File: src/rtl/instr_exec_sched.sv
// -----------------------------------------------------------------------------
// instr_exec_sched
//
// Sequential instruction executor. On an accepted start it walks `count`
// instruction-register entries beginning at `base_addr`. For each entry it
// reads the instruction, runs it through a signed 64-bit ALU and writes the
// result back to the same address. The address wraps modulo DEPTH.
//
// Per-instruction sequence: READ -> EXEC -> WRITE (3 cycles). A batch
// therefore raises done exactly 3*count+1 cycles after the start cycle.
//
// Instruction word layout (rd_instr, 68 bits):
//   [67:64] opcode
//   [63:32] op_a (signed, 32 bit)
//   [31:0]  op_b (signed, 32 bit)
// Both operands are sign-extended to 64 bits before use.
//
// Opcodes:
//   0 ZERO, 1 PASSA, 2 PASSB, 3 ADD, 4 SUB, 5 MULT, 6 DIV, 7 MOD.
//   8..15 are unsupported: they write 0 and set the sticky err flag.
//
// Optional feature: macro INSTR_EXEC_DIV_EN.
//   Defined     : DIV truncates toward zero and MOD takes the sign of op_a.
//                 A zero divisor yields 0 and leaves err unchanged.
//   Not defined : DIV and MOD behave like unsupported opcodes, and no divider
//                 is built.
//
// Handshake: there is no back-pressure. rd_en is a one-cycle strobe, and
// rd_instr must be valid in the cycle that follows it. wr_en is a one-cycle
// strobe qualifying wr_addr and wr_res. rd_en, wr_en and done are mutually
// exclusive because each one decodes a different FSM state.
//
// Ports:
//   clk        rising-edge clock
//   reset      synchronous active-high reset
//   start      batch request, sampled only in IDLE
//   base_addr  first instruction address
//   count      number of instructions (0..32)
//   rd_en      instruction read strobe
//   rd_addr    instruction read address
//   rd_instr   instruction read data (one cycle after rd_en)
//   wr_en      result write strobe
//   wr_addr    result write address
//   wr_res     signed 64-bit result
//   busy       high in every state except IDLE
//   done       one-cycle completion pulse
//   exec_cnt   instructions written back in the current/last batch
//   err        sticky unsupported-opcode flag, cleared by an accepted start
//   dbg_state  current FSM state encoding (observation only)
// -----------------------------------------------------------------------------
module instr_exec_sched #(
  parameter int DEPTH = 32
) (
  input  logic               clk,
  input  logic               reset,
  input  logic               start,
  input  logic [4:0]         base_addr,
  input  logic [5:0]         count,
  output logic               rd_en,
  output logic [4:0]         rd_addr,
  input  logic [67:0]        rd_instr,
  output logic               wr_en,
  output logic [4:0]         wr_addr,
  output logic signed [63:0] wr_res,
  output logic               busy,
  output logic               done,
  output logic [5:0]         exec_cnt,
  output logic               err,
  output logic [2:0]         dbg_state
);

  typedef enum logic [2:0] {
    ST_IDLE  = 3'd0,
    ST_READ  = 3'd1,
    ST_EXEC  = 3'd2,
    ST_WRITE = 3'd3,
    ST_DONE  = 3'd4
  } state_t;

  localparam logic [3:0] OP_ZERO  = 4'd0;
  localparam logic [3:0] OP_PASSA = 4'd1;
  localparam logic [3:0] OP_PASSB = 4'd2;
  localparam logic [3:0] OP_ADD   = 4'd3;
  localparam logic [3:0] OP_SUB   = 4'd4;
  localparam logic [3:0] OP_MULT  = 4'd5;
  localparam logic [3:0] OP_DIV   = 4'd6;
  localparam logic [3:0] OP_MOD   = 4'd7;

  // DEPTH is a power of two no larger than 32, so wrapping is a mask.
  localparam logic [4:0] ADDR_MASK = 5'(DEPTH - 1);

  state_t             state_q, state_d;
  logic [4:0]         addr_q, addr_d;
  logic [5:0]         remain_q, remain_d;
  logic [5:0]         exec_cnt_q, exec_cnt_d;
  logic               err_q, err_d;
  logic signed [63:0] wr_res_q, wr_res_d;

  // ---------------------------------------------------------------------------
  // ALU (combinational, evaluated on rd_instr during EXEC)
  // ---------------------------------------------------------------------------
  logic [3:0]         opcode;
  logic signed [63:0] op_a_ext;
  logic signed [63:0] op_b_ext;
  logic signed [63:0] alu_res;
  logic               alu_bad;

  assign opcode   = rd_instr[67:64];
  assign op_a_ext = {{32{rd_instr[63]}}, rd_instr[63:32]};
  assign op_b_ext = {{32{rd_instr[31]}}, rd_instr[31:0]};

  always_comb begin
    alu_res = '0;
    alu_bad = 1'b0;
    case (opcode)
      OP_ZERO:  alu_res = '0;
      OP_PASSA: alu_res = op_a_ext;
      OP_PASSB: alu_res = op_b_ext;
      OP_ADD:   alu_res = op_a_ext + op_b_ext;
      OP_SUB:   alu_res = op_a_ext - op_b_ext;
      // The product of two sign-extended 32-bit values fits in 64 bits,
      // so the low half of the multiply is the exact result.
      OP_MULT:  alu_res = op_a_ext * op_b_ext;
`ifdef INSTR_EXEC_DIV_EN
      // Signed / and % truncate toward zero, and the remainder takes the
      // dividend's sign. A zero divisor is defined to give 0 and is not
      // treated as an error.
      OP_DIV: begin
        if (op_b_ext != 64'sd0) alu_res = op_a_ext / op_b_ext;
      end
      OP_MOD: begin
        if (op_b_ext != 64'sd0) alu_res = op_a_ext % op_b_ext;
      end
`else
      OP_DIV, OP_MOD: alu_bad = 1'b1;
`endif
      default:  alu_bad = 1'b1;
    endcase
  end

  // ---------------------------------------------------------------------------
  // FSM next-state and datapath
  // ---------------------------------------------------------------------------
  always_comb begin
    state_d    = state_q;
    addr_d     = addr_q;
    remain_d   = remain_q;
    exec_cnt_d = exec_cnt_q;
    err_d      = err_q;
    wr_res_d   = wr_res_q;
    case (state_q)
      ST_IDLE: begin
        if (start) begin
          addr_d     = base_addr & ADDR_MASK;
          remain_d   = count;
          exec_cnt_d = '0;
          err_d      = 1'b0;
          state_d    = (count == 6'd0) ? ST_DONE : ST_READ;
        end
      end
      ST_READ: begin
        state_d = ST_EXEC;
      end
      ST_EXEC: begin
        wr_res_d = alu_res;
        if (alu_bad) err_d = 1'b1;
        state_d = ST_WRITE;
      end
      ST_WRITE: begin
        exec_cnt_d = exec_cnt_q + 6'd1;
        remain_d   = remain_q - 6'd1;
        if (remain_q == 6'd1) begin
          state_d = ST_DONE;
        end else begin
          addr_d  = (addr_q + 5'd1) & ADDR_MASK;
          state_d = ST_READ;
        end
      end
      ST_DONE: begin
        state_d = ST_IDLE;
      end
      default: begin
        state_d = ST_IDLE;
      end
    endcase
  end

  always_ff @(posedge clk) begin
    if (reset) begin
      state_q    <= ST_IDLE;
      addr_q     <= '0;
      remain_q   <= '0;
      exec_cnt_q <= '0;
      err_q      <= 1'b0;
      wr_res_q   <= '0;
    end else begin
      state_q    <= state_d;
      addr_q     <= addr_d;
      remain_q   <= remain_d;
      exec_cnt_q <= exec_cnt_d;
      err_q      <= err_d;
      wr_res_q   <= wr_res_d;
    end
  end

  // ---------------------------------------------------------------------------
  // Outputs: pure state decodes. Read and write share one address register
  // because the write-back always targets the instruction just read.
  // ---------------------------------------------------------------------------
  assign rd_en     = (state_q == ST_READ);
  assign wr_en     = (state_q == ST_WRITE);
  assign done      = (state_q == ST_DONE);
  assign busy      = (state_q != ST_IDLE);
  assign rd_addr   = addr_q;
  assign wr_addr   = addr_q;
  assign wr_res    = wr_res_q;
  assign exec_cnt  = exec_cnt_q;
  assign err       = err_q;
  assign dbg_state = state_q;

endmodule

File: config.mk
export PLATFORM = sky130hd
export DESIGN_NAME = instr_exec_sched
export DESIGN_NICKNAME = d
export VERILOG_FILES = /design/src/rtl/instr_exec_sched.sv
export SDC_FILE = /design/constraint.sdc
export NUM_CORES = 2
export LEC_CHECK = 0
export ABC_AREA = 1
export CAP_MARGIN = 5
export CORE_MARGIN = 1.5
export CORE_UTILIZATION = 60
export DETAILED_ROUTE_END_ITERATION = 6
export GPL_TIMING_DRIVEN = 0
export PLACE_DENSITY = 0.89
export SLEW_MARGIN = 5
export SYNTH_ARGS = -nofsm -noshare
export SYNTH_HDL_FRONTEND = slang
export SYNTH_SLANG_ARGS = --single-unit
File: constraint.sdc
create_clock -name clk -period 8.96 [get_ports clk]
set_input_delay 0.896 -clock clk [delete_from_list [all_inputs] [get_ports clk]]
set_output_delay 0.896 -clock clk [all_outputs]
set_load 0.02 [all_outputs]
==> flow_summary.yaml <==
setup_path:
  setup.worst_path.class: "input port to flop"
  r2r_slack_ns: 6.18
  crit_fanout: 10
  start_kind: "input port"
  crit_required_ns: 9.18
  crit_family: "adder cells"
  path_common_cell: "fa_1"
  cp-end-kind: "flop"
  cpPeakStageDelay_ns: 0.86
  arrival_ns: 9.37
  crit_buf_inv: 7
  crit_slowest_cell: "clkdlybuf4s50_1"
global_route:
  first_global_vias: 45600
  antenna_found_initial: 16
  grtUsageTotal_pct: 52.4
  grt_overflow_total: 0
  grt_max_degree: 27
  grt_pass1_wl_um: 304000
floorplanning:
  fp-row-count: 103
  core_area_sq_um: 78900
  initial_core_util_pct: 60.5
  die_w_um: 285
  fp.dieH_um: 285
  die-area_sq_um: 81300
  io_pins: 170
route:
  ant_nets: 0
  drt_iter0_drc: 6633
  routed_wl_um: 209000
  first_pass_iters: 6
  drc: 17
  num_vias: 46200
  vias_per_cell: 5.83
  wire_per_inst_um: 26.4
timing:
  worstMarginPinSlew_ns: 1.39
  relSlewSlack_pct: 6.77
  period_minus_slack_ns: 9.15
  period_share_pct: 102
  clock_skew_ns: 0.0114
  setup_slack_ns: -0.191
  timing.fmax_mhz: 109
  finalSetupViolCount: 2
  hold_viol_final: 0
  slew_violations: 0
clocking:
  clk_path_buf_depth: 2
  clock_latency_ns: 0.36
  path_clk_slew_ns: 0.07
  cts_htree_levels: 3
  cts_root_buffer: "clkbuf_16"
  cts_buffers: 9
  cts.sinks: 85
  cts_tree: "done"
  holdBufCountCts: 0
synth:
  synth_largest_area_cell: "fa_1"
  async_flop_share_pct: 0
  yosys-top-cells-area: "fa_1 (45%), nand2_1 (16%), inv_1 (15%)"
  syn_nets: 8072
  avgSynthCellArea_sq_um: 7.17
  synth_flop_cell: "dfxtp_1"
  ys_warn_count: 0
  ys_seq_area_share_pct: 3.56
  synth_edf_count: 0
  synth.distinct_cells: 44
  syn_area_sq_um: 47700
  ys_ff_latch: 85
  synthCells: 6653
  yosys.area.top_type_share_pct: 45.5
finish:
  final_common_cell: "nand2_1"
  fin_nets: 8270
  final_cell_mix: "nand2_1 (1982), inv_1 (1905), fa_1 (1076)"
  area_delta_synth_final_pct: 8.14
  drive_gt1_share_pct: 4.39
  nFillCells: 7119
outcome:
  status: "finished with violations"
  violations: "design-rule violations, negative setup slack"
place:
  place_ws_ns: -1.71
  place_congestion: 1.18
  place_hpwl_um: 179000
  port_buffers: 168
job:
  cap_violations: 0
worst_hold_path:
  worstHoldPathType: "flop to flop"
## state kept, by name (all words and copies together), names as in the netlist
register / flops
remain_q: 6
wr_res: 64
err: 1
dbg_state: 3
exec_cnt: 6
rd_addr: 5
## worst paths after layout
path                startpoint          to  cells after the start
setup / recovery  rd_instr[45]  wr_res[26]                     28
hold / removal      wr_res[61]  wr_res[61]                      2
setup reg to reg  dbg_state[2]  wr_res[15]                      7
hold reg to reg     wr_res[61]  wr_res[61]                      2
## per-stage QoR
| stage | area, sq um | TNS, ns | cells | utilization [%] | hold WS, ns |
|---|---|---|---|---|---|
| 2_1_floorplan | 47700 | 0 | 6653 | - | 0.466 |
| 3_3_place_gp | 50700 | -48.70 | 7871 | 64.3 | 0.454 |
| 3_5_place_dp | 50700 | -53.07 | 7871 | 64.3 | 0.454 |
| 4_1_cts | 51400 | 0 | 7896 | 65.1 | 0.465 |
| 5_1_grt | 51600 | -0.0357 | 7906 | 65.4 | 0.483 |
| 6_report | 51600 | -0.213 | 7921 | 65.4 | 0.467 |
## what timing repair did
| action | in CTS | in global routing |
|---|---|---|
| endpoints found under the setup margin | 47 | 37 |
| gates cloned | 0 | 0 |
| resized for setup | 184 | 166 |
| pin swaps | 1 | 3 |
| setup buffers | 9 | 10 |
## per-layer routing
metal | GRT usage (%) | part of all wire, %
met1 | 67.3 | 35
met2 | 72.7 | 40
met3 | 20.3 | 16
met4 | 36.1 | 9.0
met5 | 0 | 0.025
## final cells by class
class / instances / area [sq um] / share of cell area, %
clock inverter: 6 / 76.3 / 0.148
inverter: 1923 / 7230 / 14.0
buffer: 269 / 1390 / 2.68
sequential: 85 / 1700 / 3.30
antenna: 15 / 37.5 / 0.0727
multi-input combinational: 4376 / 37800 / 73.3
tap: 1050 / 1310 / 2.55
timing repair buffer: 187 / 1820 / 3.52
clock buffer: 10 / 239 / 0.463
## tightest hold or removal path, cell delays in order (launching register included)
cell,delay [ns]
dfxtp_1,0.31
nand2_1,0.06
a21oi_1,0.05
## Yosys cell counts (18+ instances only)
| library cell | count |
|---|---|
| a21oi_1 | 235 |
| buf_2 | 18 |
| clkbuf_1 | 235 |
| dfxtp_1 | 85 |
| fa_1 | 1084 |
| ha_1 | 253 |
| inv_1 | 1910 |
| nand2_1 | 1983 |
| nand3_1 | 241 |
| nand4_1 | 59 |
| nor2_1 | 242 |
| nor3_1 | 25 |
| o21ai_0 | 108 |
| o21bai_1 | 33 |
## cell families after synthesis
family                   share of synthesized area (%)
AND/OR/NAND/NOR                                   21.9
buffers and inverters                             17.4
AO/OA/AOI/OAI                                     4.89
XOR/XNOR                                         0.147
flip-flops                                        3.56
adder cells (fa/ha/maj)                           52.1
Power is left out: the tool's default activity adds up to more than one toggle a clock period on the data nets, which glitch-free logic cannot reach.
